`src/rtl/issue_hazard_ctrl_pkg.sv`:
```
// Shared definitions for the issue/hazard controller: instruction field
// positions, the bubble encoding and the scoreboard entry type.
package issue_hazard_ctrl_pkg;

  localparam int DEST_HI = 25;
  localparam int DEST_LO = 21;
  localparam int SRC1_HI = 20;
  localparam int SRC1_LO = 16;
  localparam int SRC2_HI = 15;
  localparam int SRC2_LO = 11;

  localparam logic [31:0] BUBBLE_INSTR = 32'h0000_0000;
  localparam logic [4:0]  REG_ZERO     = 5'd0;

  typedef struct packed {
    logic       v;
    logic [4:0] dst;
  } sb_entry_t;

  localparam sb_entry_t SB_EMPTY = '{v: 1'b0, dst: REG_ZERO};

endpackage

```
`src/rtl/hazard_scoreboard.sv`:
```
// Shift-register scoreboard of in-flight destination registers with RAW compare.
// HAZARD_BYPASS_EN: drop the oldest entry from the compare (register file writes before reads).
module hazard_scoreboard
  import issue_hazard_ctrl_pkg::*;
#(
  parameter int PIPE_DEPTH = 3
) (
  input  logic       clk,
  input  logic       rst,
  input  logic       clear_i,
  input  logic       push_i,
  input  logic [4:0] push_dst_i,
  input  logic [4:0] src1_i,
  input  logic [4:0] src2_i,
  output logic       hazard_o,
  output logic       busy_o
);

`ifdef HAZARD_BYPASS_EN
  localparam int CMP_N = PIPE_DEPTH - 1;
`else
  localparam int CMP_N = PIPE_DEPTH;
`endif

  sb_entry_t sb_q [PIPE_DEPTH];
  sb_entry_t sb_d [PIPE_DEPTH];

  // Entry 0 mirrors issue_instr; older instructions move one slot per edge.
  always_comb begin
    // NOTE: every always_comb output gets a default before any branch, so no latch is inferred.
    sb_d[0] = push_i ? '{v: 1'b1, dst: push_dst_i} : SB_EMPTY;
    for (int i = 1; i < PIPE_DEPTH; i++) begin
      sb_d[i] = sb_q[i-1];
    end
    if (clear_i) begin
      for (int i = 0; i < PIPE_DEPTH; i++) begin
        sb_d[i] = SB_EMPTY;
      end
    end
  end

  always_ff @(posedge clk) begin
    // NOTE: sequential state uses non-blocking <= so every flop samples pre-edge values.
    if (rst) begin
      // NOTE: the scoreboard is a handful of flops, not a RAM, so every entry is reset.
      for (int i = 0; i < PIPE_DEPTH; i++) begin
        sb_q[i] <= SB_EMPTY;
      end
    end else begin
      sb_q <= sb_d;
    end
  end

  always_comb begin
    hazard_o = 1'b0;
    busy_o   = 1'b0;
    for (int i = 0; i < PIPE_DEPTH; i++) begin
      busy_o = busy_o | sb_q[i].v;
    end
    for (int i = 0; i < CMP_N; i++) begin
      if (sb_q[i].v && (sb_q[i].dst != REG_ZERO) &&
          ((sb_q[i].dst == src1_i) || (sb_q[i].dst == src2_i))) begin
        hazard_o = 1'b1;
      end
    end
  end

endmodule

```
`src/rtl/issue_hazard_ctrl.sv`:
```
// In-order issue controller: fetch handshake, Stage 1 issue register, stall counter.
// HAZARD_BYPASS_EN (see hazard_scoreboard) shortens the dependent-pair stall by one cycle.
module issue_hazard_ctrl
  import issue_hazard_ctrl_pkg::*;
#(
  parameter int PIPE_DEPTH = 3,
  parameter int STALL_W    = 16
) (
  input  logic               clk,
  input  logic               rst,
  input  logic               instr_valid,
  input  logic [31:0]        instr_in,
  output logic               instr_ready,
  input  logic               flush,
  output logic [31:0]        issue_instr,
  output logic               issue_valid,
  output logic               busy,
  output logic [STALL_W-1:0] stall_count
);

  logic               hazard;
  logic               transfer;
  logic               stall_inc;
  logic [31:0]        issue_instr_q, issue_instr_d;
  logic               issue_valid_q, issue_valid_d;
  logic [STALL_W-1:0] stall_q, stall_d;

  hazard_scoreboard #(
    .PIPE_DEPTH (PIPE_DEPTH)
  ) u_scoreboard (
    .clk        (clk),
    .rst        (rst),
    .clear_i    (flush),
    .push_i     (transfer),
    .push_dst_i (instr_in[DEST_HI:DEST_LO]),
    .src1_i     (instr_in[SRC1_HI:SRC1_LO]),
    .src2_i     (instr_in[SRC2_HI:SRC2_LO]),
    .hazard_o   (hazard),
    .busy_o     (busy)
  );

  // Ready never looks at instr_valid, so fetch can rely on it as a pure grant.
  assign instr_ready = !rst && !flush && !hazard;
  assign transfer    = instr_valid && instr_ready;
  assign stall_inc   = instr_valid && hazard && !flush;

  always_comb begin
    issue_instr_d = transfer ? instr_in : BUBBLE_INSTR;
    issue_valid_d = transfer;
    stall_d       = stall_q;
    if (stall_inc && (stall_q != {STALL_W{1'b1}})) begin
      stall_d = stall_q + STALL_W'(1);
    end
  end

  always_ff @(posedge clk) begin
    if (rst) begin
      issue_instr_q <= BUBBLE_INSTR;
      issue_valid_q <= 1'b0;
      stall_q       <= '0;
    end else begin
      issue_instr_q <= issue_instr_d;
      issue_valid_q <= issue_valid_d;
      stall_q       <= stall_d;
    end
  end

  assign issue_instr = issue_instr_q;
  assign issue_valid = issue_valid_q;
  assign stall_count = stall_q;

endmodule

```
`config.mk`:
```
export PLATFORM = sky130hd
export DESIGN_NAME = issue_hazard_ctrl
export DESIGN_NICKNAME = d
export VERILOG_FILES = /design/src/rtl/issue_hazard_ctrl_pkg.sv /design/src/rtl/hazard_scoreboard.sv /design/src/rtl/issue_hazard_ctrl.sv
export SDC_FILE = /design/constraint.sdc
export NUM_CORES = 1
export LEC_CHECK = 0
export ABC_AREA = 0
export BUFFER_PORTS_ARGS = -buffer_cell sky130_fd_sc_hd__buf_2
export CORE_ASPECT_RATIO = 1.25
export CORE_MARGIN = 10
export CORE_UTILIZATION = 50
export CTS_CLUSTER_DIAMETER = 40
export DETAILED_ROUTE_END_ITERATION = 8
export PLACE_DENSITY_LB_ADDON = 0.1
export SLEW_MARGIN = 20
export SYNTH_ARGS = -nofsm -noshare
export SYNTH_HDL_FRONTEND = slang
export SYNTH_SLANG_ARGS = --single-unit
```
`constraint.sdc`:
```
create_clock -name clk -period 3.1 [get_ports clk]
set_clock_uncertainty 0.05 [all_clocks]
set_input_delay 0.31 -clock clk [delete_from_list [all_inputs] [get_ports clk]]
set_output_delay 0.31 -clock clk [all_outputs]
set_load 0.005 [all_outputs]
```
* Word-level counts from Yosys, hierarchy flattened
Cells that the tools add are included.
** Storage, ports and cells
- Register bits :: 67
- Bits of input ports :: 36
- Output and inout port bits :: 51
- Logic and storage cells :: 48
** Operators by class
- Add/sub/neg operators :: 1
- Equality and inequality tests :: 7
- Multiplexer cells :: 4
- Bitwise operators :: 3
- Reduce and logical (&&, ||, !) cells :: 24
** Operators with widths (number)
- $eq 5x5->1 :: 6
- $add 16x1->16 const B :: 1
- $ne 16x16->1 const B :: 1
- $reduce_bool 5->1 :: 3
- $logic_and 1x1->1 :: 12
- $mux 6 :: 1
- $reduce_or 2->1 :: 2
- $logic_not 1->1 :: 3
- $logic_or 1x1->1 :: 3
- $mux 1 :: 3
- $reduce_or 3->1 :: 1
- $or 1x1->1 :: 2
- $not 1->1 :: 1

* Logic depth before layout (Yosys ltp)
- Depth after elaboration :: 11
- Depth in mapped cells :: 8
- Gate-level depth less buffers :: 7

* Hierarchy
Synthesis repeated with hierarchy kept, for this count alone.
** Unflattened totals
- Cells, all modules :: 260
- Area, all modules :: 2602.5 um^2
** By module, submodules not included
- issue_hazard_ctrl :: instances 1, cells each 172, area an instance 1722.9 um^2, seq. area each 980.9 um^2
- hazard_scoreboard :: instances 1, cells each 88, area an instance 879.6 um^2, seq. area each 360.3 um^2

* Worst setup path after synthesis
Ideal clock, no wire load.
- Kind :: register to output
- Start point :: register u_scoreboard.sb_q[0] (netlist bit)
- End point :: output instr_ready
- Arrival time :: 2.011 ns
- Path slack :: 0.729 ns
- Cell stages (with the launch flop) :: 7
- Buffers on the path :: 2
- Path through :: dfxtp_1 or4_1 o21a_1 a222oi_1 buf_4 buf_4 and2_1
** Between the ends
- Cells in the longest elaborated chain, start to end :: 6
- Elaborated cells on any way between the ends :: 9
- Classes of those cells :: eq/ne (2); mux (1); reduce/logical (6)
** RTL lines
- from (decl) :: RTL line hazard_scoreboard.sv:25 : sb_entry_t sb_q [PIPE_DEPTH];
- from (signal, indexed assignment) :: RTL line hazard_scoreboard.sv:47 : sb_q[i] <= SB_EMPTY;
- from (signal assigned) :: RTL line hazard_scoreboard.sv:50 : sb_q <= sb_d;
- $eq 5x5->1 / $reduce_bool 5->1 (equally long branches) :: RTL line hazard_scoreboard.sv:62, hazard_scoreboard.sv:61
- $logic_or 1x1->1 / $logic_and 1x1->1 (equally long branches) :: RTL line hazard_scoreboard.sv:62, hazard_scoreboard.sv:61
- $logic_and 1x1->1 * :: RTL line hazard_scoreboard.sv:61 : if (sb_q[i].v && (sb_q[i].dst != REG_ZERO) &&
- $mux 1 * :: RTL line hazard_scoreboard.sv:61
- $logic_not 1->1 * :: RTL line issue_hazard_ctrl.sv:43 : assign instr_ready = !rst && !flush && !hazard;
- $logic_and 1x1->1 * :: RTL line issue_hazard_ctrl.sv:43
- to (decl) :: RTL line issue_hazard_ctrl.sv:13 : output logic instr_ready,
Every way passes the cells marked *; elsewhere a longest branch is shown, timed or not.

* Worst setup path in the final report
- Start point :: register u_scoreboard.sb_q[12] (netlist bit)
- End point :: output instr_ready
** Between the ends
- Cells in the longest elaborated chain, start to end :: 8
- Elaborated cells on any way between the ends :: 11
- Classes of those cells :: eq/ne (2); mux (3); reduce/logical (6)
** RTL lines (RTL line)
- $eq 5x5->1 / $reduce_bool 5->1 (equally long branches) :: hazard_scoreboard.sv:62, hazard_scoreboard.sv:61
- $logic_or 1x1->1 / $logic_and 1x1->1 (equally long branches) :: hazard_scoreboard.sv:62, hazard_scoreboard.sv:61
- $logic_and 1x1->1 * :: hazard_scoreboard.sv:61
- $mux 1 * (3 in a row) :: hazard_scoreboard.sv:61
- $logic_not 1->1 * :: issue_hazard_ctrl.sv:43
- $logic_and 1x1->1 * :: issue_hazard_ctrl.sv:43
Marks and branches as above.

==> qor.txt <==
endpoints failing setup - 0
antenna-violating nets left - 0
Max stage delay cell, worst path - or4_1
Post-Synthesis Cells - 269
DR iter-0 viols - 57
Area growth syn-to-layout - 27.0%
Final Cycle Share - 87.6%
antenna violations before repair - 0
die height - 101 um
WL/cell - 14.1 um
count leader, synth - dfxtp_1
row count - 29
Die ar. - 8620 sq um
family with the most delay on the worst path - simple AND/OR/NAND/NOR gates
Post-synth EDFFs - 0
Leak - 1.45 nW
max-cap viol count - 0
Avg Cell Area, Syn - 9.83 sq um
Synth Flop Type - dfxtp_1
Max rail drop VDD - 0.345 mV
Worst Setup End Kind - output port
synthesized cell area - 2650 sq um
worst hold path class - in -> reg
core area - 5120 sq um
power per cell area - 561 nW/um^2
fmax - 0.368 GHz
Num Clock Sinks - 67
Setup Total Neg Slack - 0 ps
largest net degree at the start of global routing - 34
number of warning messages in the yosys log - 0
CP peak stage delay - 540 ps
#FFs+latches synth - 67
final wirelength - 6000 um
Tot GR Track Use - 14.1%
syn nets - 306
fillers - 417
# hold bufs at CTS - 0
fin. max-slew vios - 0
Post-synth ARST share - 0%
Congestion Overflow GR - 0
Clock Latency Late Sink - 340 ps
# diodes - 0
area share of the largest cell type after synthesis - 50.7%
WP data arrival - 2360 ps
CP bufs+invs - 2
drt drc - 0
routed vias/inst - 5.13
1st-pass router iterations - 4
Layout Nets - 394
dominant cells by area after synthesis - dfxtp_1 (51%), and2_1 (12%), xnor2_1 (9.9%), or4_1 (4.3%), o31ai_1 (3.4%)
post-synthesis sequential area ratio - 50.7%
crit path cell chain - or4_1, o21a_1, a222oi_1, buf_4, and2_1, buf_2
# placed instances - 408
Tmin final - 2720 ps
RSZ-0062 raised after global routing - no
crit path max fanout - 33
outcome - finished clean
CTS tree - yes
first-pass GRT wire length - 9890 um
CTS Root Cell - clkbuf_8
worst path required time - 2740 ps
vias in the first global route - 2159
commonest cells in the netlist - dfxtp_1 (67), and2_1 (50), xnor2_1 (30)
synth unique cells - 29
register clock-pin slew on the reported worst setup and hold paths - 80 ps
share of layout cells above drive strength 1 - 29.3%
overall via count from detail_route - 2174
Finished Layout Cells - 424
worst-margin pin slew - 793 ps
cell taking the most area after synthesis - dfxtp_1
Crit Path Category - reg -> out
number of gates resized after cts - 0
H-tree Lvls - 3
Rel. slew slack - 47.1%
hpwl dp - 4450 um
starting density of the core - 51.7%
die width - 85.1 um
Placer Congestion - 0.896
Post CTS Setup Buffer Count - 0
TritonCTS Buffers - 9
Port Buffers - 86
crit path launch type - register
Max Root-Sink Buffers - 2
final hold vios - 0
io pins - 87
[registers in the layout (all words and copies together), names as in the netlist]
register           cells
issue_instr           32
issue_valid            1
u_scoreboard.sb_q     18
stall_count           16
[power breakdown]
group          switching, W  internal [W]  total (W)
Clock              0.000339      0.000557   0.000897
Sequential       0.00000613      0.000875   0.000881
Combinational     0.0000515     0.0000535   0.000105
Total              0.000397       0.00149    0.00188
[layer usage]
metal / up-vias / track usage (%) / part of all wire, %
met5: - / 0 / 0
met4: 0 / 8.50 / 2.6
met3: 14 / 6.51 / 9.6
met2: 67 / 22.6 / 48
met1: 980 / 14.7 / 40
li1: 1113 / - / -
[cells in the final DEF, fill, tap and decap left out, types with 6 or more instances in the layout]
master / netlist / routed
nand2_1: 11 / 11
nor2_1: 6 / 6
clkbuf_8: 0 / 10
or4_1: 15 / 15
xnor2_1: 30 / 30
o31ai_1: 12 / 12
dfxtp_1: 67 / 67
nand3_1: 15 / 15
a21oi_1: 14 / 14
and2_1: 50 / 50
buf_2: 2 / 86
[through the flow]
| step | hold WS, ps | power (W) | setup WS, ps | cell area [sq um] | util, % |
|---|---|---|---|---|---|
| 2_1_floorplan | 382 | 0.000956 | 729 | 2650 | - |
| 3_3_place_gp | 420 | 0.00101 | 732 | 3110 | 60.8 |
| 3_5_place_dp | 423 | 0.00101 | 698 | 3110 | 60.8 |
| 4_1_cts | 99.2 | 0.00190 | 368 | 3360 | 65.6 |
| 5_1_grt | 102 | 0.00195 | 216 | 3360 | 65.6 |
| 6_report | 110 | 0.00188 | 384 | 3360 | 65.6 |
[cells by family after synthesis]
| logic type | after synthesis | share of synthesized area [%] |
|---|---|---|
| multiplexers | 2 | 0.851 |
| XOR/XNOR | 30 | 9.93 |
| adder cells (fa/ha/maj) | 1 | 0.473 |
| AO/OA/AOI/OAI | 35 | 8.37 |
| flip-flops | 67 | 50.7 |
| AND/OR/NAND/NOR | 120 | 26.9 |
| buffers and inverters | 14 | 2.79 |
[path summary, 6_finish.rpt]
path	cells past startpoint	endpoint	start	slack [ps]
setup / recovery	6	instr_ready	u_scoreboard.sb_q[12]$_SDFF_PP0_	380
hold / removal	2	issue_instr[31]$_SDFF_PP0_	instr_in[31]	110
setup reg to reg	7	issue_instr[1]$_SDFF_PP0_	u_scoreboard.sb_q[12]$_SDFF_PP0_	690
hold reg to reg	1	u_scoreboard.sb_q[5]$_SDFF_PP0_	u_scoreboard.sb_q[11]$_SDFF_PP0_	430
[layout make-up]
class                   count  area, sq um  area share [%]
multi-input cells         188         1230            36.6
well taps                  62         77.6            2.31
clock inverters             6          111            3.32
repair buffers             89          453            13.5
inverters                   2         7.51           0.224
flip-flops and latches     67         1340            39.9
clock buffers              10          138            4.10
Power figures use the tool's default switching activity.
